[src/rtl/vote_session_ctrl.sv]
// Voting session sequencer for a 4-voter panel: collects one ballot per voter,
// closes on full ballot or timeout, evaluates majority/tie and holds the result until acked.
module vote_session_ctrl #(
  parameter int unsigned TIMEOUT_CYCLES = 200,
  parameter int unsigned CNT_W          = 8
) (
  input  logic             clk,
  input  logic             rst_n,
  input  logic             start,
  input  logic             abort,
  input  logic [3:0]       vote_valid,
  input  logic [3:0]       vote_val,
  output logic [3:0]       vote_ready,
  output logic             busy,
  output logic             result_valid,
  input  logic             result_ack,
  output logic             win,
  output logic             tie,
  output logic [2:0]       yes_count,
  output logic [3:0]       voted_mask,
  output logic             timed_out,
  output logic [7:0]       session_id
);

  localparam int unsigned NV = 4;
  localparam logic [CNT_W-1:0] TMO_LAST = CNT_W'(TIMEOUT_CYCLES - 1);

  typedef enum logic [1:0] {S_IDLE, S_COLLECT, S_EVAL, S_RESULT} state_e;

  state_e           state_q, state_d;
  logic [NV-1:0]    ballot_q, ballot_d;
  logic [NV-1:0]    voted_mask_q, voted_mask_d;
  logic [CNT_W-1:0] timer_q, timer_d;
  logic [NV-1:0]    vote_ready_q, vote_ready_d;
  logic             busy_q, busy_d;
  logic             result_valid_q, result_valid_d;
  logic             win_q, win_d;
  logic             tie_q, tie_d;
  logic [2:0]       yes_count_q, yes_count_d;
  logic             timed_out_q, timed_out_d;
  logic [7:0]       session_id_q, session_id_d;
  logic [NV-1:0]    accept;
  logic [2:0]       yes_sum;

  function automatic logic [2:0] popcount4(input logic [NV-1:0] v);
    logic [2:0] s;
    s = 3'd0;
    for (int i = 0; i < NV; i++) s = s + 3'(v[i]);
    return s;
  endfunction

  // Next-state, ballot capture and result evaluation
  always_comb begin
    state_d        = state_q;
    ballot_d       = ballot_q;
    voted_mask_d   = voted_mask_q;
    timer_d        = timer_q;
    win_d          = win_q;
    tie_d          = tie_q;
    yes_count_d    = yes_count_q;
    timed_out_d    = timed_out_q;
    session_id_d   = session_id_q;
    accept         = '0;
    yes_sum        = popcount4(ballot_q);

    case (state_q)
      S_IDLE: begin
        if (start && !abort) begin
          state_d      = S_COLLECT;
          ballot_d     = '0;
          voted_mask_d = '0;
          timer_d      = '0;
          timed_out_d  = 1'b0;
        end
      end
      S_COLLECT: begin
        if (abort) begin
          state_d = S_IDLE;
        end else begin
          accept       = vote_valid & ~voted_mask_q;
          voted_mask_d = voted_mask_q | accept;
          ballot_d     = (ballot_q & ~accept) | (vote_val & accept);
          timer_d      = timer_q + CNT_W'(1);
          // Full ballot takes precedence over a coincident timeout
          if (voted_mask_d == 4'b1111) begin
            state_d = S_EVAL;
          end else if (timer_q == TMO_LAST) begin
            state_d     = S_EVAL;
            timed_out_d = 1'b1;
          end
        end
      end
      S_EVAL: begin
        if (abort) begin
          state_d = S_IDLE;
        end else begin
          yes_count_d = yes_sum;
          win_d       = (yes_sum >= 3'd3);
          tie_d       = (yes_sum == 3'd2);
          state_d     = S_RESULT;
        end
      end
      S_RESULT: begin
        if (abort) begin
          state_d = S_IDLE;
        end else if (result_ack) begin
          state_d      = S_IDLE;
          session_id_d = session_id_q + 8'd1;
        end
      end
      default: state_d = S_IDLE;
    endcase

    vote_ready_d   = (state_d == S_COLLECT) ? ~voted_mask_d : '0;
    busy_d         = (state_d != S_IDLE);
    result_valid_d = (state_d == S_RESULT);
  end

  always_ff @(posedge clk or negedge rst_n) begin
    if (!rst_n) begin
      state_q        <= S_IDLE;
      ballot_q       <= '0;
      voted_mask_q   <= '0;
      timer_q        <= '0;
      vote_ready_q   <= '0;
      busy_q         <= 1'b0;
      result_valid_q <= 1'b0;
      win_q          <= 1'b0;
      tie_q          <= 1'b0;
      yes_count_q    <= '0;
      timed_out_q    <= 1'b0;
      session_id_q   <= '0;
    end else begin
      state_q        <= state_d;
      ballot_q       <= ballot_d;
      voted_mask_q   <= voted_mask_d;
      timer_q        <= timer_d;
      vote_ready_q   <= vote_ready_d;
      busy_q         <= busy_d;
      result_valid_q <= result_valid_d;
      win_q          <= win_d;
      tie_q          <= tie_d;
      yes_count_q    <= yes_count_d;
      timed_out_q    <= timed_out_d;
      session_id_q   <= session_id_d;
    end
  end

  assign vote_ready   = vote_ready_q;
  assign busy         = busy_q;
  assign result_valid = result_valid_q;
  assign win          = win_q;
  assign tie          = tie_q;
  assign yes_count    = yes_count_q;
  assign voted_mask   = voted_mask_q;
  assign timed_out    = timed_out_q;
  assign session_id   = session_id_q;

endmodule

[config.mk]
export PLATFORM = sky130hd
export DESIGN_NAME = vote_session_ctrl
export DESIGN_NICKNAME = d
export VERILOG_FILES = /design/src/rtl/vote_session_ctrl.sv
export SDC_FILE = /design/constraint.sdc
export NUM_CORES = 1
export LEC_CHECK = 0
export ABC_CLOCK_PERIOD_IN_PS = 2100
export BUFFER_PORTS_ARGS = -buffer_cell sky130_fd_sc_hd__buf_2
export CORE_MARGIN = 3
export CORE_UTILIZATION = 54
export CTS_BUF_LIST = sky130_fd_sc_hd__clkbuf_8 sky130_fd_sc_hd__clkbuf_16
export DETAILED_ROUTE_END_ITERATION = 10
export PLACE_DENSITY = 0.79
export SYNTH_ARGS = -nofsm -noshare
export SYNTH_HDL_FRONTEND = slang
export SYNTH_SLANG_ARGS = --single-unit
[constraint.sdc]
create_clock -name clk -period 2.1 [get_ports clk]
set_input_delay 0.105 -clock clk [delete_from_list [all_inputs] [get_ports clk]]
set_output_delay 0.105 -clock clk [all_outputs]
set_load 0.01 [all_outputs]
# ---- Word-level counts from Yosys, hierarchy flattened
# Cells that the tools add are included.
dict set report totals {
  output_inout_bits 24
  ff_bits 38
  input_bits 13
}
dict set report op_classes {
  mux 23
  addsub 5
  eq_ne 12
  n_bitwise 9
  reduce_logical 9
  n_lt_le_gt_ge 1
}
# cell count
set ops {}
lappend ops {{4-bit 2-to-1 mux} 5}
lappend ops {{8-bit by 1-bit adder with 8-bit output (second input constant)} 2}
lappend ops {{8-bit 2-to-1 mux} 2}
lappend ops {{4-bit one-hot mux with 2 select lines} 2}
lappend ops {{8-bit one-hot mux with 2 select lines} 1}
lappend ops {{2-bit 2-to-1 mux} 7}
lappend ops {{4-bit AND} 3}
lappend ops {{4-bit NOT} 3}
lappend ops {{8-bit equality test (second input constant)} 1}
lappend ops {{2-bit != test (second input constant)} 4}
lappend ops {{4-bit OR} 2}
lappend ops {{2-bit one-hot mux with 4 select lines} 1}
lappend ops {{2-bit equality test (second input constant)} 3}
lappend ops {{3-bit AND reduction} 2}
lappend ops {{5-bit AND reduction} 1}
lappend ops {{2-bit by 1-bit equality test with 1-bit output (second input constant)} 2}
lappend ops {{4-bit equality test (second input constant)} 1}
lappend ops {{1-bit 2-to-1 mux} 4}
lappend ops {{2-bit nonzero test} 2}
lappend ops {{2-bit by 1-bit adder with 3-bit output} 1}
lappend ops {{3-bit by 1-bit adder with 3-bit output} 1}
lappend ops {{3-bit by 2-bit equality test with 1-bit output (second input constant)} 1}
lappend ops {{3-bit by 2-bit >= comparator with 1-bit output (second input constant)} 1}
lappend ops {{1-bit by 1-bit adder with 2-bit output} 1}
lappend ops {{6 further kinds} 6}

# ---- Logic depth before layout (Yosys ltp)
# Gate-level depths: netlist of run 1.
dict set report depth {
  word_depth 9
  ltp_mapped 5
  ltp_nobuf 5
}

# ---- Least setup slack after synthesis of run 1
# No wires, ideal clock.
dict set report synth_timing {
  kind {flip-flop to flip-flop}
  startpoint {register ballot_q[0]}
  endpoint {register tie_q, in the netlist tie}
  slack_ns 0.290
  stages_incl_launch_ff 6
  n_path_buf 0
  setup_ns 0.125
  t_arrival_ns 1.686
  path_cell_list {dfrtp_1 > fa_1 > ha_1 > ha_1 > nor3b_1 > mux2_2}
}
dict set report synth_between {
  elab_chain_len 4
}
# item line
set synth_rtl {}
lappend synth_rtl {{from (decl)} 31} ;# logic [NV-1:0] ballot_q, ballot_d;
lappend synth_rtl {{from (signal assigned)} 135} ;# ballot_q <= ballot_d;
lappend synth_rtl {{1-bit by 1-bit adder with 2-bit output} 48} ;# for (int i = 0; i < NV; i++) s = s + 3'(v[i]);
lappend synth_rtl {{2-bit by 1-bit adder with 3-bit output} 48}
lappend synth_rtl {{3-bit by 1-bit adder with 3-bit output} 48}
lappend synth_rtl {{net yes_sum[1]} 43} ;# logic [2:0] yes_sum;
lappend synth_rtl {{3-bit by 2-bit equality test with 1-bit output} 99} ;# tie_d = (yes_sum == 3'd2);
lappend synth_rtl {{to (signal assigned)} 142} ;# tie_q <= tie_d;
lappend synth_rtl {{to (decl)} 38} ;# logic tie_q, tie_d;
# The timed path passes the listed nets, and every way through them passes these cells.
# A chain may end at the register's enable or synchronous reset.

# ---- Worst setup path in the final report of run 1
# Ends and elaborated chain as after synthesis.

==> metrics.md, run 1 <==
| Metric | Value |
|---|---|
| R2R cell count | 5 |
| Area share of the largest cell type after synthesis | roughly half |
| Worst Hold Path EP | result_valid |
| Initial Util | between 50% and 60% |
| Core region area | between 0.003 and 0.004 mm2 |
| Final Util | 70.2% |
| Share of layout cells above drive strength 1 | between 20 and 30% |
| Starting DRT DRC Count | between 80 and 90 |
| Tmin final | about 1900 ps |
| Clock transition at path regs | approximately 70 ps |
| Register area | 951 um2 |
| TritonCTS Sinks | 38 |
| Switch Pwr | 0.000594 W |
| Multi-input gate area | 813 um2 |
| Routed WL | ~4100 um |
| GRT Total Usage | between 20% and 30% |
| Worst skew pair latency | 290 ps |
| Largest net degree at the start of global routing | 39 |
| Count leader, synth | dfrtp_1 |
| Net Sw Frac | between 20% and 30% |
| DP HPWL | 2890 um |
| Setup violators final | 0 |
| Syn nets | between 150 and 200 |
| Nets@finish | about 220 |
| R2R Path End | tie |
| TNS Setup | 0 ps |
| Hold WC Path Type | in2reg |
| Internal cell power | roughly 0.0015 W |
| GRT overflow | 0 |
| Vias | ~1500 |
| Type of the worst setup path | reg2reg |
| Register-to-register setup slack | 210 ps |
| Max Fclk | 0.529 GHz |
| ANT cells | 0 |
| Fillers | approximately 240 |
| ANT nets after route | 0 |
| Vias in the first global route | between 1000 and 1500 |
| Tightest hold margin | 42.8 ps |
| IO Count | 37 |
| VDD IR-drop max | around 0.00054 V |
| Worst hold stages | 2 |
| Area Growth Syn to Fin | 20.3% |
| Post-Route Skew | between 8 and 9 ps |
| Leakage | around 1.1 nW |
| CTS H-tree lvls | 2 |
| CP peak stage delay | 470 ps |
| Min-delay src | result_ack |
| Row count | 20 |
| Crit-path leading delay family | adder cells |
| Commonest cells in the synthesized netlist | 38 x dfrtp_1, 14 x nand2_1, 8 x inv_1, 8 x nand3_1, 8 x nor2_1 |
| Synth area leaders | dfrtp_1 52%, mux2_2 3.1%, nand2_1 2.9%, xor2_1 2.9%, ha_1 2.7% |
| Setup WS post-layout | between 200 and 250 ps |
| CTS Buf Count | 5 |
| DIE AREA | 0.00414 mm2 |
| Reg2reg start | ballot_q[0] |
| Buf/Inv on CP | 0 |
| Sequential share of power | ~44% |
| Critical Path Start Type | flop |
| CP max-delay cell | fa_1 |
| Worst-Margin Slew | between 800 and 900 ps |
| CTS tree | done |
| Synth Instances | ~170 |
| Yosys Warn Count | 0 |
| Worst path arrival time | 2070 ps |
| Crit. End Element | flop |
| Top cell type by total area after synthesis | dfrtp_1 |
| RSZ-0062 raised after global routing | false |
| Syn avg cell area | 11.1 um2 |
| Die Y | around 64 um |
| Synth Cell Area | around 0.0018 mm2 |
| Final Slew Violations | 0 |
| Routability cong. | 0.847 |
| Number of synthesized flops with an enable pin | 0 |
| Max Cap Violations | 0 |
| TritonRoute pass-1 iters | 4 |
| First-pass GRT wire length | ~7000 um |
| Final Cell Area | around 0.0022 mm2 |
| Wire per inst | approximately 16 um |
| Worst-path cell chain | fa_1, ha_1, ha_1, nor3b_1, mux2_2 |
| Cell repeated most along the worst path | ha_1 |
| Yosys reg bits | 38 |
| Residual DRC | 0 |
| Final Hold Fails | 0 |
| Post-synth top flop | dfrtp_1 |
| Comb pwr share | just over 20% |
| Placement Cell Area | approximately 0.002 mm2 |
| PwrDens | roughly 960 mW/mm2 |
| Register area share after synthesis | about half |
| DP Worst Slack | approximately 220 ps |
| Clk pwr share | 36.0% |
| CTS Root Cell | clkbuf_8 |
| Initial antenna violation count | 0 |
| Clk buf depth | 2 |
| Yosys cell types | 46 |
| Tcrit/Tclk final | approximately nine tenths |
| IO Port Bufs | 36 |
| DIE WIDTH | approximately 64 um |
| Status | completed |
| Post-synth ARST share | 100% |
| CP Max Fanout | 3 |
| Via/cell ratio | around 5.9 |
| Required time worst endpoint | 2280 ps |
| Slew headroom | between 40% and 50% |
==> placed cells by master, fill, tap and decap left out, types with 5 or more instances in the layout <==
cell	instances
buf_2	36
nand2_1	14
xor2_1	6
dfrtp_1	38
mux2_2	5
clkbuf_8	6
a21oi_1	5
inv_1	8
nand3_1	8
nor2_1	8
o311ai_0	5
==> metal layers <==
| metal | share of wire [%] | global-route usage (%) | up-vias |
|---|---|---|---|
| met3 | 5.2 | 6.15 | 7 |
| met5 | 0 | 0 | - |
| met1 | 44 | 25.5 | 732 |
| met4 | 1.8 | 9.50 | 0 |
| met2 | 49 | 37.5 | 44 |
| li1 | - | - | 689 |
==> power by group through the flow <==
stage	registers (W)	clock network (W)	logic [W]
floorplan	0.000956	0	0.000231
global placement	0.000931	0	0.000412
detailed placement	0.000937	0	0.000426
CTS	0.000923	0.000770	0.000432
global route	0.000942	0.000809	0.000475
finish	0.000923	0.000760	0.000431
==> layout make-up <==
| cell class | count | share of cell area [%] |
|---|---|---|
| Clock buffer | 6 | 3.73 |
| Clock inverter | 2 | 2.71 |
| Inverter | 8 | 1.36 |
| Multi-Input combinational cell | 112 | 36.8 |
| Sequential cell | 38 | 43.0 |
| Tap cell | 44 | 2.49 |
| Timing Repair Buffer | 41 | 9.95 |
==> worst max-delay path by stage <==
stage                      to  cells after the start        start  slack, ps
after global placement    tie                      5  ballot_q[0]        260
after detailed placement  tie                      5  ballot_q[0]        220
after global routing      tie                      5  ballot_q[0]        140
after floorplan           tie                      5  ballot_q[0]        290
after CTS                 tie                      5  ballot_q[0]        200
final                     tie                      5  ballot_q[0]        210
==> registers in the layout, summed over array words and instances (netlist names) <==
register,flops
ballot_q,4
busy,1
result_valid,1
session_id,8
state_q,2
tie,1
timed_out,1
timer_q,8
vote_ready,4
voted_mask,4
win,1
yes_count,3
==> cells by family after synthesis <==
group                    count (synthesis)  share of synthesized area [%]
XOR/XNOR                                 8                           3.81
AO/OA/AOI/OAI                           32                           12.7
flip-flops                              38                           51.7
adder cells (fa/ha/maj)                  5                           3.81
multiplexers                             6                           3.61
buffers and inverters                   15                           4.08
AND/OR/NAND/NOR                         61                           20.3
==> per-stage QoR <==
stage               total power (W)  cells
global route                0.00223    251
detailed placement          0.00136    242
floorplan                   0.00119    165
finish                      0.00211    251
CTS                         0.00213    251
global placement            0.00134    242
==> repair_timing <==
action | CTS | global route
buffers inserted | 0 | 0
resized for setup | 0 | 0
endpoints found under the hold margin | 38 | 0
hold buffers | 1 | 0
No activity file was read; power rests on OpenSTA's default activity.
==> run 2, diff against run 1 <==
Settings changed: CORE_UTILIZATION 54 to 56, CTS_BUF_LIST sky130_fd_sc_hd__clkbuf_8 sky130_fd_sc_hd__clkbuf_16 to sky130_fd_sc_hd__clkbuf_2 sky130_fd_sc_hd__clkbuf_4 sky130_fd_sc_hd__clkbuf_8, PLACE_DENSITY 0.79 to 0.81.
==> metrics.md, run 2 (synthesized netlist as in run 1, its figures left out) <==
| Metric | Value |
|---|---|
| Status | completed |
| TNS Setup | 0 ps (unchanged) |
| Worst-Margin Slew | 812 ps (-18.8 ps) |
| Largest net degree at the start of global routing | 39 (unchanged) |
| Post-Route Skew | 13.0 ps (+4.57 ps) |
| Crit. End Element | flop |
| Worst path arrival time | 2140 ps (+70 ps) |
| CTS H-tree lvls | 2 (unchanged) |
| Die Y | 63.3 um (-1.6%) |
| Worst-path cell chain | or4b_1, o311ai_0, o41ai_1 |
| Core region area | 0.00310 mm2 (-1.6%) |
| Share of layout cells above drive strength 1 | 29.2% (-0.71 points) |
| Starting DRT DRC Count | 107 (+29%) |
| TritonRoute pass-1 iters | 5 (+1) |
| Critical Path Stages | 3 (-2) |
| Type of the worst setup path | reg2reg |
| First-pass GRT wire length | 7330 um (+6.6%) |
| CP Max Fanout | 17 (+14) |
| Placement Cell Area | 0.00206 mm2 (unchanged) |
| Area Growth Syn to Fin | 21.0% |
| CTS tree | done |
| Clock transition at path regs | 110 ps (+40 ps) |
| Initial antenna violation count | 0 (unchanged) |
| Crit-path leading delay family | simple AND/OR/NAND/NOR gates |
| CP peak stage delay | 850 ps (+380 ps) |
| Vias in the first global route | 1552 (+4.0%) |
| Routed WL | 4210 um (+2.9%) |
| CTS Root Cell | clkbuf_4 |
| Leakage | 1.14 nW (+0.43%) |
| Final Hold Fails | 0 (unchanged) |
| CTS Buf Count | 5 (unchanged) |
| CP max-delay cell | or4b_1 |
| Commonest non-fill, non-tap cells in the layout | 38 x dfrtp_1, 36 x buf_2, 14 x nand2_1 |
| Setup violators final | 0 (unchanged) |
| ANT nets after route | 0 (unchanged) |
| Initial Util | 59.3% (+0.94 points) |
| RSZ-0062 raised after global routing | false |
| R2R cell count | 3 (-2) |
| GRT overflow | 0 (unchanged) |
| Clk buf depth | 2 (unchanged) |
| Tmin final | 1930 ps (+41.1 ps) |
| Required time worst endpoint | 2310 ps (+30 ps) |
| DIE AREA | 0.00401 mm2 (-3.2%) |
| Nets@finish | 229 (+2.2%) |
| Fillers | 233 (-3.3%) |
| Max Fclk | 0.518 GHz (-2.1%) |
| Max Cap Violations | 0 (unchanged) |
| IO Port Bufs | 36 (unchanged) |
| Via/cell ratio | 5.91 (+0.71%) |
| Vias | 1512 (+2.7%) |
| IO Count | 37 (unchanged) |
| GRT Total Usage | 23.5% (+1.6 points) |
| Critical Path Start Type | flop |
| Final Slew Violations | 0 (unchanged) |
| Register area | 951 um2 (unchanged) |
| VDD IR-drop max | 0.000634 V (+17%) |
| Slew headroom | 45.9% (+1.3 points) |
| Worst hold stages | 3 (+1) |
| Final Cell Area | 0.00223 mm2 (+0.62%) |
| DP HPWL | 3010 um (+4.0%) |
| Row count | 20 (unchanged) |
| Setup bufs post-CTS | 0 (unchanged) |
| Dpl cells | 242 (unchanged) |
| Routability cong. | 0.929 (+9.6%) |
| Total Power | 0.00199 W (-5.8%) |
| Worst skew pair latency | 360 ps (+70 ps) |
| Residual DRC | 0 (unchanged) |
| Tcrit/Tclk final | 92.0% (+2.0 points) |
| Finished Layout Cells | 256 (+2.0%) |
| ANT cells | 0 (unchanged) |
| Multi-input gate area | 813 um2 (unchanged) |
| TritonCTS Sinks | 38 (unchanged) |
| Buf/Inv on CP | 0 (unchanged) |
| DIE WIDTH | 63.3 um (-1.6%) |
| PwrDens | 895 mW/mm2 (-6.4%) |
| Commonest non-fill, non-tap cell in the layout | dfrtp_1 |
| Tightest hold margin | 15.6 ps (-27.1 ps) |
| Wire per inst | 16.4 um (+0.87%) |
| Hold WC Path Type | in2reg |
run 2: cell count changes in the layout (fill, tap and decap cells not counted):
cell           delta
clkinv_4          +1
clkbuf_8          -6
dlygate4sd3_1     +5
clkbuf_4          +5
run 2: final timing paths:
| kind | from | to | slack [ps] |
|---|---|---|---|
| max in group asynchronous | rst_n | timer_q[4] | 1210 |
| setup / recovery | state_q[0] | timer_q[5] | 170 |
| hold / removal | vote_val[1] | ballot_q[1] | 20 |
| setup reg to reg | state_q[0] | timer_q[5] | 170 |
| min in group asynchronous | rst_n | voted_mask[2] | 370 |
| hold reg to reg | session_id[7] | session_id[7] | 480 |
run 2: per-stage QoR:
step / worst slack, ps / util (%)
after floorplan: 290 / -
after global placement: 264 / 66.4
after detailed placement: 212 / 66.4
after CTS: 172 / 71.7
after global routing: 121 / 71.7
final: 168 / 71.7
run 2: layout make-up:
class                           instances  share of cell area [%]
Clock buffer                            5                    1.69
Clock inverter                          3                    3.09
Inverter                                8                    1.35
Timing Repair Buffer                   46                    12.1
Tap cell                               44                    2.47
Sequential cell                        38                    42.7
Multi-Input combinational cell        112                    36.5
run 2: worst register-to-register path, delay by kind of cell, from the launching register on:
family           cells  cell delay [ps]
AO/OA/AOI/OAI        2              440
flip-flops           1              500
AND/OR/NAND/NOR      1              850
run 2: power breakdown:
part	total [W]	internal [W]	leakage (nW)	switching, W
Clock	0.000620	0.000372	0.0554	0.000248
Combinational	0.000436	0.000190	0.573	0.000246
Sequential	0.000936	0.000831	0.511	0.000105
Total	0.00199	0.00139	1.14	0.000599
run 2: timing repair:
action | 4_1_cts | 5_1_grt
resized for setup | 0 | 0
hold buffers | 6 | 0
hold endpoints to repair | 43 | 0
run 2: routing by layer:
layer	global-route usage (%)	vias up	routed length (um)	share of wire [%]
li1	-	703	-	-
met1	28.3	723	1720	41
met2	39.3	69	2100	50
met3	5.70	17	262	6.2
met4	11.6	0	125	3.0
met5	0	-	0	0
